$ cat config.mk
export PLATFORM = sky130hd
export DESIGN_NAME = gray2bin
export DESIGN_NICKNAME = d
export VERILOG_FILES = /design/src/rtl/gray_pkg.sv /design/src/rtl/gray2bin_comb.sv /design/src/rtl/gray2bin.sv
export SDC_FILE = /design/constraint.sdc
export NUM_CORES = 1
export LEC_CHECK = 0
export BUFFER_PORTS_ARGS = -buffer_cell sky130_fd_sc_hd__clkbuf_2
export CORE_MARGIN = 5
export CORE_UTILIZATION = 35
export CTS_CLUSTER_SIZE = 14
export DETAILED_ROUTE_END_ITERATION = 7
export GPL_ROUTABILITY_DRIVEN = 0
export HOLD_SLACK_MARGIN = 0.12
export SLEW_MARGIN = 5
export SYNTH_ARGS = -nofsm -noshare
export SYNTH_HDL_FRONTEND = slang
export SYNTH_SLANG_ARGS = --single-unit
$ cat constraint.sdc
create_clock -name clk -period 1.3 [get_ports clk]
set_clock_uncertainty 0.1 [all_clocks]
set_input_delay 0.26 -clock clk [delete_from_list [all_inputs] [get_ports clk]]
set_output_delay 0.26 -clock clk [all_outputs]
set_load 0.02 [all_outputs]
$ cat src/rtl/gray_pkg.sv
// Shared Gray-code helpers: widest supported code and the conversion and
// step-check functions used by the converter and by encoders/benches.
package gray_pkg;

  localparam int GRAY_MAX_WID = 64;

  // Prefix XOR from the MSB. Narrower codes are passed zero-extended, and
  // the zero upper bits leave the result unchanged.
  function automatic logic [GRAY_MAX_WID-1:0] gray_to_bin(
    input logic [GRAY_MAX_WID-1:0] g
  );
    logic [GRAY_MAX_WID-1:0] b;
    b[GRAY_MAX_WID-1] = g[GRAY_MAX_WID-1];
    for (int i = GRAY_MAX_WID - 2; i >= 0; i--) begin
      b[i] = b[i+1] ^ g[i];
    end
    return b;
  endfunction

  // Binary to reflected Gray code.
  function automatic logic [GRAY_MAX_WID-1:0] bin_to_gray(
    input logic [GRAY_MAX_WID-1:0] b
  );
    return b ^ (b >> 1);
  endfunction

  // True when at most one bit is set. Clearing the lowest set bit leaves
  // zero exactly in that case.
  function automatic logic onehot_or_zero(
    input logic [GRAY_MAX_WID-1:0] x
  );
    return (x & (x - GRAY_MAX_WID'(1))) == '0;
  endfunction

endpackage

$ cat src/rtl/gray2bin_comb.sv
// Purely combinational Gray-to-binary conversion of DATA_WID bits.
module gray2bin_comb
  import gray_pkg::*;
#(
  parameter int DATA_WID = 4
) (
  input  logic [DATA_WID-1:0] Gray,
  output logic [DATA_WID-1:0] Bin
);

  logic [GRAY_MAX_WID-1:0] w_gray_ext;
  logic [GRAY_MAX_WID-1:0] w_bin_ext;

  // Widen the input so the shared function can be used at any width.
  always_comb begin
    w_gray_ext = GRAY_MAX_WID'(Gray);
    w_bin_ext  = gray_to_bin(w_gray_ext);
    Bin        = DATA_WID'(w_bin_ext);
  end

endmodule

$ cat src/rtl/gray2bin.sv
// Gray-to-binary converter with a registered output and a step checker that
// flags accepted inputs changing more than one bit from the previous one.
module gray2bin
  import gray_pkg::*;
#(
  parameter int DATA_WID = 4
) (
  input  logic                clk,
  input  logic                rst_n,
  input  logic [DATA_WID-1:0] Gray,
  input  logic                gray_vld,
  output logic [DATA_WID-1:0] Bin,
  output logic                bin_vld,
  output logic                step_err
);

  logic [DATA_WID-1:0] w_bin;
  logic [DATA_WID-1:0] w_diff;
  logic                w_step_bad;

  logic [DATA_WID-1:0] r_bin;
  logic                r_bin_vld;
  logic                r_step_err;
  logic [DATA_WID-1:0] r_last_gray;
  logic                r_first_seen;

  gray2bin_comb #(
    .DATA_WID (DATA_WID)
  ) u_conv (
    .Gray (Gray),
    .Bin  (w_bin)
  );

  // Step check: more than one differing bit against the last accepted code.
  always_comb begin
    w_diff     = Gray ^ r_last_gray;
    w_step_bad = !onehot_or_zero(GRAY_MAX_WID'(w_diff));
  end

  // Output register, last-Gray register and first-sample flag.
  always_ff @(posedge clk or negedge rst_n) begin
    if (!rst_n) begin
      r_bin        <= '0;
      r_bin_vld    <= 1'b0;
      r_step_err   <= 1'b0;
      r_last_gray  <= '0;
      r_first_seen <= 1'b0;
    end else begin
      r_bin_vld  <= gray_vld;
      r_step_err <= gray_vld && r_first_seen && w_step_bad;
      if (gray_vld) begin
        r_bin        <= w_bin;
        r_last_gray  <= Gray;
        r_first_seen <= 1'b1;
      end
    end
  end

  assign Bin      = r_bin;
  assign bin_vld  = r_bin_vld;
  assign step_err = r_step_err;

endmodule

# == Yosys cells after proc, flatten, opt, wreduce, memory -nomap -nowiden ==
# Index checks and enable logic that the tools add are counted.
# word_totals
output_inout_bits,6
inputBits,7
register_bits,11
# op_classes
bitwise_logic,5
addsub,1
reduce_logical,4
# ops
cell,n
AND 4 x 64 -> 64 bit,1
zero test 64 bit,1
subtractor 4 x 1 -> 5 bit (second input constant),1
bitwise XOR 4 bit,1
bitwise XOR 1 bit,3
logical AND 1 bit,2
zero test 1 bit,1

# == Depth between registers and ports, before layout ==
# Gate-level depths: netlist of run 1.
# logic_depth
word_depth,6
ltp_mapped,3
depth_no_buf,3

# == Cells and area by module ==
# A second synthesis of run 1 with hierarchy kept.
# unflattened
cells_unflattened,34
area_unflattened_um2,485.5
# modules_own_cells
module,area_each_um2,instances,seq_area_each_um2,cells_per_inst
gray2bin,435.4,1,275.3,29
gray2bin_comb,50.0,1,0.0,5

# == Worst setup path after synthesis of run 1 ==
# OpenSTA, ideal clock, no wires.
# synth_timing
path_kind,register -> register
startpoint,register r_last_gray[0]
endpoint,register r_step_err (netlist: step_err)
path_buffers,0
stages_incl_launch_ff,4
required_ns,1.074
setup_slack_ns,0.265
arrival_ns,0.809
setup_time_ns,0.126
path_cell_list,dfrtp_1 -> xor2_1 -> a211oi_1 -> nor3_1
# synth_via
elab_chain_cells,6
# synth_lines
element,line,source
from (decl),gray2bin.sv:24,logic [DATA_WID-1:0] r_last_gray;
from (signal assigned),gray2bin.sv:53,r_last_gray <= Gray;
bitwise XOR 4 bit *,gray2bin.sv:36,w_diff = Gray ^ r_last_gray;
subtractor 4 x 1 -> 5 bit,gray_pkg.sv:32,return (x & (x - GRAY_MAX_WID'(1))) == '0;
AND 4 x 64 -> 64 bit *,gray_pkg.sv:32,
zero test 64 bit *,gray_pkg.sv:32,
zero test 1 bit *,gray2bin.sv:37,w_step_bad = !onehot_or_zero(GRAY_MAX_WID'(w_diff));
logical AND 1 bit *,gray2bin.sv:50,r_step_err <= gray_vld && r_first_seen && w_step_bad;
to (signal assigned),gray2bin.sv:50,
to (decl),gray2bin.sv:23,logic r_step_err;
# Mark *: on every way between the ends. The rest lies on a longest branch, timed or not.
# A chain may end at the register's enable or synchronous reset.

# == Worst setup path in the final report of run 1 ==
# layout_timing
startpoint,register r_bin[3] (netlist: Bin[3])
endpoint,output port Bin[3]
# layout_rtl
element,line,source
from (decl),gray2bin.sv:21,logic [DATA_WID-1:0] r_bin;
from (signal assigned),gray2bin.sv:52,r_bin <= w_bin;
to (decl),gray2bin.sv:12,"output logic [DATA_WID-1:0] Bin,"
# No word-level cell between the ends.

==> results of run 1 <==
synth_stat cells (all sizes together):
cell type  instances  area (sq um)
dfrtp             10           250
mux2               5          60.1
xor2               4          35.0
a211oi             2          15.0
a21oi              2          10.0
buf                2          12.5
nor2               2          7.51
xnor2              2          25.0
nand2              1          3.75
nor3               1          5.00
or2                1          6.26
xor3               1          23.8
kinds of logic (layout without fill, tap and decap cells):
logic type / Yosys count / count (layout) / share of synthesized area [%]
buffers and inverters: 2 / 16 / 2.75
AND/OR/NAND/NOR: 5 / 5 / 4.96
flip-flops: 10 / 10 / 55.1
multiplexers: 5 / 5 / 13.2
XOR/XNOR: 7 / 7 / 18.5
AO/OA/AOI/OAI: 4 / 4 / 5.51
power groups by stage:
stage                     sequential, mW  combinational, mW  clock [mW]
after detailed placement           0.371              0.171           0
after CTS                          0.365              0.174       0.211
after global placement             0.369              0.165           0
after global routing               0.367              0.184       0.225
after floorplan                    0.397             0.0868           0
final                              0.365              0.170       0.202
final cells by class:
| cell class | count | area [sq um] | share of cell area (%) |
|---|---|---|---|
| Clock buffer | 3 | 22.5 | 4.07 |
| Sequential cell | 10 | 250 | 45.2 |
| Multi-Input combinational cell | 21 | 191 | 34.6 |
| Tap cell | 15 | 18.8 | 3.39 |
| Timing Repair Buffer | 13 | 70.1 | 12.7 |
layer usage:
| layer | vias to the layer above | GRT usage, % |
|---|---|---|
| met5 | - | 0 |
| met4 | 0 | 5.11 |
| met3 | 0 | 3.16 |
| met2 | 8 | 15.9 |
| met1 | 136 | 7.75 |
| li1 | 141 | - |
registers in the layout, summed over array words and instances (netlist names):
| register | cells |
|---|---|
| Bin | 4 |
| bin_vld | 1 |
| r_first_seen | 1 |
| step_err | 1 |
| r_last_gray | 3 |
through the flow:
step | worst slack (ns) | hold slack (ns) | total power, mW | area, sq um | cells
floorplan | 0.265 | -0.136 | 0.484 | 454 | 33
global placement | 0.109 | 0.0282 | 0.533 | 520 | 58
detailed placement | 0.0527 | 0.0388 | 0.542 | 520 | 58
CTS | 0.111 | 0.180 | 0.751 | 553 | 62
global route | 0.101 | 0.188 | 0.776 | 553 | 62
finish | 0.118 | 0.179 | 0.737 | 553 | 62
layout by cell type (no fill, tap or decap), types with 2 or more instances in the layout:
| cell | instances |
|---|---|
| a21oi_1 | 2 |
| nor2_1 | 2 |
| a211oi_1 | 2 |
| mux2_2 | 4 |
| xor2_1 | 4 |
| clkbuf_2 | 12 |
| clkbuf_4 | 3 |
| dfrtp_1 | 10 |
what timing repair did:
action,in CTS,in global routing
hold buffers,1,0
buffers inserted,0,0
endpoints found under the hold margin,10,0
gates resized for setup,0,0
worst max-delay path by stage:
stage	end	startpoint	cells after the start
final	Bin[3]	Bin[3]	1
after global routing	Bin[3]	Bin[3]	1
after CTS	Bin[3]	Bin[3]	1
after detailed placement	Bin[0]	Gray[2]	4
after global placement	Bin[0]	Gray[2]	4
after floorplan	step_err	r_last_gray[0]	3
worst register-to-register path, delay by kind of cell, from the launching register on:
family,cells,cell delay [ns]
flip-flops,1,0.40
AO/OA/AOI/OAI,1,0.23
AND/OR/NAND/NOR,1,0.07
XOR/XNOR,1,0.19
==> results.cfg, run 1 <==
[setup_path]
cp_max_fo = 3
cp.required_ns = 0.94
cp_slowest_stage_delay_ns = 0.40
r2r_end = step_err
ff2ff_setup_slack_ns = 0.20
reg2reg_depth = 3
crit_slowest_cell = dfrtp_1
cp_top_family = flip-flops
timing.critical_path.from_type = flip-flop
path_cells = clkbuf_2
end_kind = output pin
path_buf_inv = 1
reg2reg_from = r_last_gray[0]
worstSetupPathType = flip-flop to output pin
arrival_ns = 0.82

[detailed_routing]
vias_per_cell = 4.60
drtIter0Drc = 3
wl_met3_microns = 69
wirelength_microns = 807
antenna_left = 0
drt-met1-wl_microns = 308
wire_per_inst_microns = 13.0
first_pass_iters = 3
num_vias = 285
highest_layer = met3
drc = 0
wl_met2_microns = 429

[clock_tree]
cts-buffers-inserted = 3
cts_buffer_depth = 2
h-tree-depth = 1
clkSlewWorstSetupHoldPaths_ns = 0.06
cts_tree = yes
cts_root_buffer = clkbuf_4
clock_latency_ns = 0.26
cts.sinks = 10

[worst_hold_path]
hold_start = gray_vld
holdCritPathClass = input port to flip-flop
hold_end = bin_vld
hold_depth = 1

[power_and_ir_drop]
power_per_cell_area_nw_per_um2 = 1330
ir_worst_vdd_uv = 603
comb_power_share_pct = 23.0
intPower_mw = 0.530
switching_power_mw = 0.208
sequentialPowerShare_pct = 49.5
p_clk_share_pct = 27.4
p_leak_nw = 0.263
swShare_pct = 28.2

[synth]
postSynthAreaPerCell_sq_um = 13.8
yosysSeqAreaShare_pct = 55.1
ys_types = 15
ys_ff_latch = 10
yosysWarnings = 0
synthCells = 33
synthesis.nets = 40
synth_area_sq_um = 454

[timing]
slew_violations = 0
fin_tns_setup_ns = 0
fin_crit_sh_pct = 91.0
max_freq_ghz = 0.846
final_hold_viol_count = 0
setup_violations = 0
slew_headroom_pct = 83.0
finalCriticalPeriod_ns = 1.18
grt_setup_unrepaired = false
tightestPinTransition_ns = 0.255

[die]
fp-row-count = 13
core_sq_um = 1270
io_pins = 13
die_y_microns = 46.0
dieArea_sq_um = 2120
initial_core_util_pct = 35.8
die_w_microns = 46.0

[job]
maxCapViolations = 0

[finish]
nFillCells = 129
layout.nets = 56
diodes = 0
final_util_pct = 43.6
syn2layout_area_growth_pct = 21.8
drive_gt1_share_pct = 46.8

[run_status]
status = finished clean

[global_route]
grt_pass1_vias = 287
grt_first_pass_wirelength_microns = 1250
grt_max_degree = 13
grt_util_all_layers_pct = 8.62
gr-total-overflow = 0
antenna_found_initial = 0

[placed_design]
io_buffers = 12
dp.final_hpwl_microns = 650
Power figures use the tool's default switching activity.
==> run 2, diff against run 1 <==
--- a/config.mk
+++ b/config.mk
@@ -7,11 +7,12 @@
 export LEC_CHECK = 0
 export BUFFER_PORTS_ARGS = -buffer_cell sky130_fd_sc_hd__clkbuf_2
 export CORE_MARGIN = 5
-export CORE_UTILIZATION = 35
+export CORE_UTILIZATION = 30
 export CTS_CLUSTER_SIZE = 14
 export DETAILED_ROUTE_END_ITERATION = 7
 export GPL_ROUTABILITY_DRIVEN = 0
 export HOLD_SLACK_MARGIN = 0.12
+export PLACE_DENSITY = 0.5
 export SLEW_MARGIN = 5
 export SYNTH_ARGS = -nofsm -noshare
 export SYNTH_HDL_FRONTEND = slang
==> results.cfg, run 2 (synthesized netlist as in run 1, its figures left out) <==
[run_status]
status = finished clean

[clock_tree]
ctsHoldBuffers = 1
clkSlewWorstSetupHoldPaths_ns = 0.06
cts-buffers-inserted = 3
post_cts_buffers = 0
cts_tree = yes
h-tree-depth = 1
clock_latency_ns = 0.26
cts_root_buffer = clkbuf_4
cts.sinks = 10
cts_buffer_depth = 2
cts-resized-gates = 0

[timing]
slew_headroom_pct = 82.8
max_freq_ghz = 0.854
grt_setup_unrepaired = false
tightestPinTransition_ns = 0.258
slew_violations = 0
finalCriticalPeriod_ns = 1.17
setup_violations = 0
fin_tns_setup_ns = 0
fin_crit_sh_pct = 90.1
final_hold_viol_count = 0

[setup_path]
cp_top_family = flip-flops
endpoint = Bin[3]
timing.critical_path.from_type = flip-flop
cp-startpoint = Bin[3]
critical_path_depth = 1
reg2reg_depth = 3
cp_slowest_stage_delay_ns = 0.39
cp_max_fo = 3
r2r_end = step_err
crit_slowest_cell = dfrtp_1
end_kind = output pin
cp.required_ns = 0.94
reg2reg_from = r_last_gray[0]
arrival_ns = 0.81
path_cells = clkbuf_2
path_buf_inv = 1
ff2ff_setup_slack_ns = 0.20
worstSetupPathType = flip-flop to output pin

[detailed_routing]
num_vias = 271
drtIter0Drc = 3
first_pass_iters = 4
wire_per_inst_microns = 12.6
vias_per_cell = 4.30
wirelength_microns = 793
drc = 0
antenna_left = 0

[worst_hold_path]
holdCritPathClass = input port to flip-flop

[finish]
diodes = 0
multi_input_area_sq_um = 191
final_common_cell = clkbuf_2
syn2layout_area_growth_pct = 22.0
layout.nets = 56
regArea_sq_um = 250
largest_reg_flops = 4
drive_gt1_share_pct = 46.8
nFillCells = 158
final_cell_mix = clkbuf_2, dfrtp_1, xor2_1, mux2_2, clkbuf_4

[global_route]
gr-total-overflow = 0
grt_pass1_vias = 307
grt_first_pass_wirelength_microns = 1380
grt_max_degree = 13
antenna_found_initial = 0
grt_util_all_layers_pct = 7.95

[placed_design]
io_buffers = 12
dp.final_hpwl_microns = 626

[die]
fp-row-count = 14
die_w_microns = 48.9
initial_core_util_pct = 30.9
dieArea_sq_um = 2390
io_pins = 13
core_sq_um = 1470
die_y_microns = 48.9

[power_and_ir_drop]
power_per_cell_area_nw_per_um2 = 1330
total_power_mw = 0.735
p_leak_nw = 0.263
ir_worst_vdd_uv = 644

[job]
maxCapViolations = 0
==> run 2: power by group <==
part | internal [mW] | switching [mW]
combinational | 0.0772 | 0.0908
clock | 0.106 | 0.0956
sequential | 0.346 | 0.0187
==> run 2: routing by layer <==
layer	wire length, microns	global-route usage, %
met1	308	8.08
met2	402	12.2
met3	82	7.34
met4	0	1.35
met5	0	0
==> run 2: metrics by stage <==
stage | worst slack [ns] | area (sq um) | hold WS, ns | util [%] | instances
CTS | 0.112 | 554 | 0.175 | 37.7 | 63
global placement | 0.127 | 522 | 0.0325 | 35.5 | 59
finish | 0.129 | 554 | 0.190 | 37.7 | 63
floorplan | 0.265 | 454 | -0.136 | - | 33
global route | 0.0885 | 554 | 0.170 | 37.7 | 63
detailed placement | 0.0855 | 522 | 0.0466 | 35.5 | 59
==> run 2: layout make-up <==
class | instances | share of cell area, %
timing repair buffer | 13 | 12.6
multi-input combinational | 21 | 34.5
sequential | 10 | 45.1
clock buffer | 3 | 4.06
tap | 16 | 3.61
==> run 2: worst min-delay path by stage <==
| stage | startpoint | slack [ns] | depth (start not counted) | endpoint |
|---|---|---|---|---|
| after floorplan | rst_n | -0.14 | 0 | Bin[0] |
| after global placement | rst_n | 0.03 | 1 | step_err |
| after detailed placement | rst_n | 0.05 | 1 | step_err |
| after CTS | gray_vld | 0.17 | 1 | bin_vld |
| after global routing | gray_vld | 0.17 | 1 | bin_vld |
| final | Gray[0] | 0.19 | 2 | r_last_gray[0] |
==> run 3, diff against run 2 <==
--- a/config.mk
+++ b/config.mk
@@ -6,7 +6,6 @@
 export NUM_CORES = 1
 export LEC_CHECK = 0
 export BUFFER_PORTS_ARGS = -buffer_cell sky130_fd_sc_hd__clkbuf_2
-export CORE_MARGIN = 5
 export CORE_UTILIZATION = 30
 export CTS_CLUSTER_SIZE = 14
 export DETAILED_ROUTE_END_ITERATION = 7
==> results.cfg, run 3 (synthesized netlist as in run 1, its figures left out) <==
[placed_design]
place_ws_ns = 0.0856
dp.final_hpwl_microns = 522
io_buffers = 12

[die]
initial_core_util_pct = 33.6
io_pins = 13
die_y_microns = 40.9
die_w_microns = 40.9
core_sq_um = 1350
fp-row-count = 13
dieArea_sq_um = 1670

[timing]
final_hold_viol_count = 0
max_freq_ghz = 0.857
tightestPinTransition_ns = 0.258
grt_setup_unrepaired = false
setup_ws_ns = 0.133
slew_violations = 0
setup_violations = 0
fin_crit_sh_pct = 89.8
slew_headroom_pct = 82.8
fin_tns_setup_ns = 0
finalCriticalPeriod_ns = 1.17
hold_ws_ns = 0.184

[clock_tree]
cts-resized-gates = 0
clkSlewWorstSetupHoldPaths_ns = 0.06
clock_latency_ns = 0.25
cts-buffers-inserted = 3
cts.sinks = 10
cts_buffer_depth = 2
cts_root_buffer = clkbuf_4
cts_tree = yes
h-tree-depth = 1

[finish]
largest_reg_flops = 4
drive_gt1_share_pct = 46.8
final_common_cell = clkbuf_2
multi_input_area_sq_um = 191
final_cell_mix = clkbuf_2, dfrtp_1, xor2_1, mux2_2, clkbuf_4
regArea_sq_um = 250
layout.nets = 56
diodes = 0
syn2layout_area_growth_pct = 21.8
nFillCells = 143

[global_route]
antenna_found_initial = 0
grt_max_degree = 13
grt_util_all_layers_pct = 10.4
gr-total-overflow = 0
grt_first_pass_wirelength_microns = 1040
grt_pass1_vias = 253

[setup_path]
worstSetupPathType = flip-flop to output pin
cp_max_fo = 3
timing.critical_path.from_type = flip-flop
crit_slowest_cell = dfrtp_1
arrival_ns = 0.81
cp_top_family = flip-flops
end_kind = output pin
cp.required_ns = 0.94
path_cells = clkbuf_2
cp_slowest_stage_delay_ns = 0.39
ff2ff_setup_slack_ns = 0.23
path_buf_inv = 1

[job]
maxCapViolations = 0

[run_status]
status = finished clean

[detailed_routing]
num_vias = 276
drc = 0
highest_layer = met3
wl_met3_microns = 29
wirelength_microns = 664
drtIter0Drc = 6
wire_per_inst_microns = 10.7
drt-met1-wl_microns = 294
vias_per_cell = 4.45
wl_met2_microns = 341
first_pass_iters = 4
antenna_left = 0

[power_and_ir_drop]
p_leak_nw = 0.263
power_per_cell_area_nw_per_um2 = 1300
ir_worst_vdd_uv = 737

[worst_hold_path]
holdCritPathClass = input port to flip-flop
[run 3: path summary, 6_finish.rpt]
path / end / cells past startpoint / from
worst max-delay path: Bin[3] / 1 / Bin[3]
worst min-delay path: r_last_gray[0] / 2 / Gray[0]
worst max register to register: step_err / 3 / r_last_gray[0]
worst min register to register: r_first_seen / 1 / r_first_seen
max in group asynchronous: r_first_seen / 2 / rst_n
min in group asynchronous: r_last_gray[0] / 2 / rst_n
[run 3: per-stage QoR]
stage,util (%),std cells,instance area (sq um),total power [mW]
floorplan,-,33,454,0.484
global placement,38.6,58,520,0.533
detailed placement,38.6,58,520,0.536
CTS,41.0,62,553,0.736
global route,41.0,62,553,0.779
finish,41.0,62,553,0.721
[run 3: power by group]
part           leakage (nW)  internal (mW)  switching [mW]
Clock                0.0138          0.106          0.0850
Sequential            0.114          0.346          0.0189
Combinational         0.135         0.0772          0.0884
Total                 0.263          0.529           0.192
[run 3: final cells by class]
type | count | area share [%]
clock buffers | 3 | 4.07
multi-input cells | 21 | 34.6
flip-flops and latches | 10 | 45.2
well taps | 15 | 3.39
repair buffers | 13 | 12.7
[run 3: what timing repair did]
action,CTS,global route
buffers inserted,0,0
hold buffers,1,0
hold endpoints to repair,10,0
[run 3: metal layers]
| metal | track usage, % | vias to the layer above |
|---|---|---|
| met2 | 16.0 | 6 |
| met5 | 0 | - |
| met3 | 9.78 | 0 |
| met4 | 2.50 | 0 |
| li1 | - | 140 |
| met1 | 10.1 | 130 |
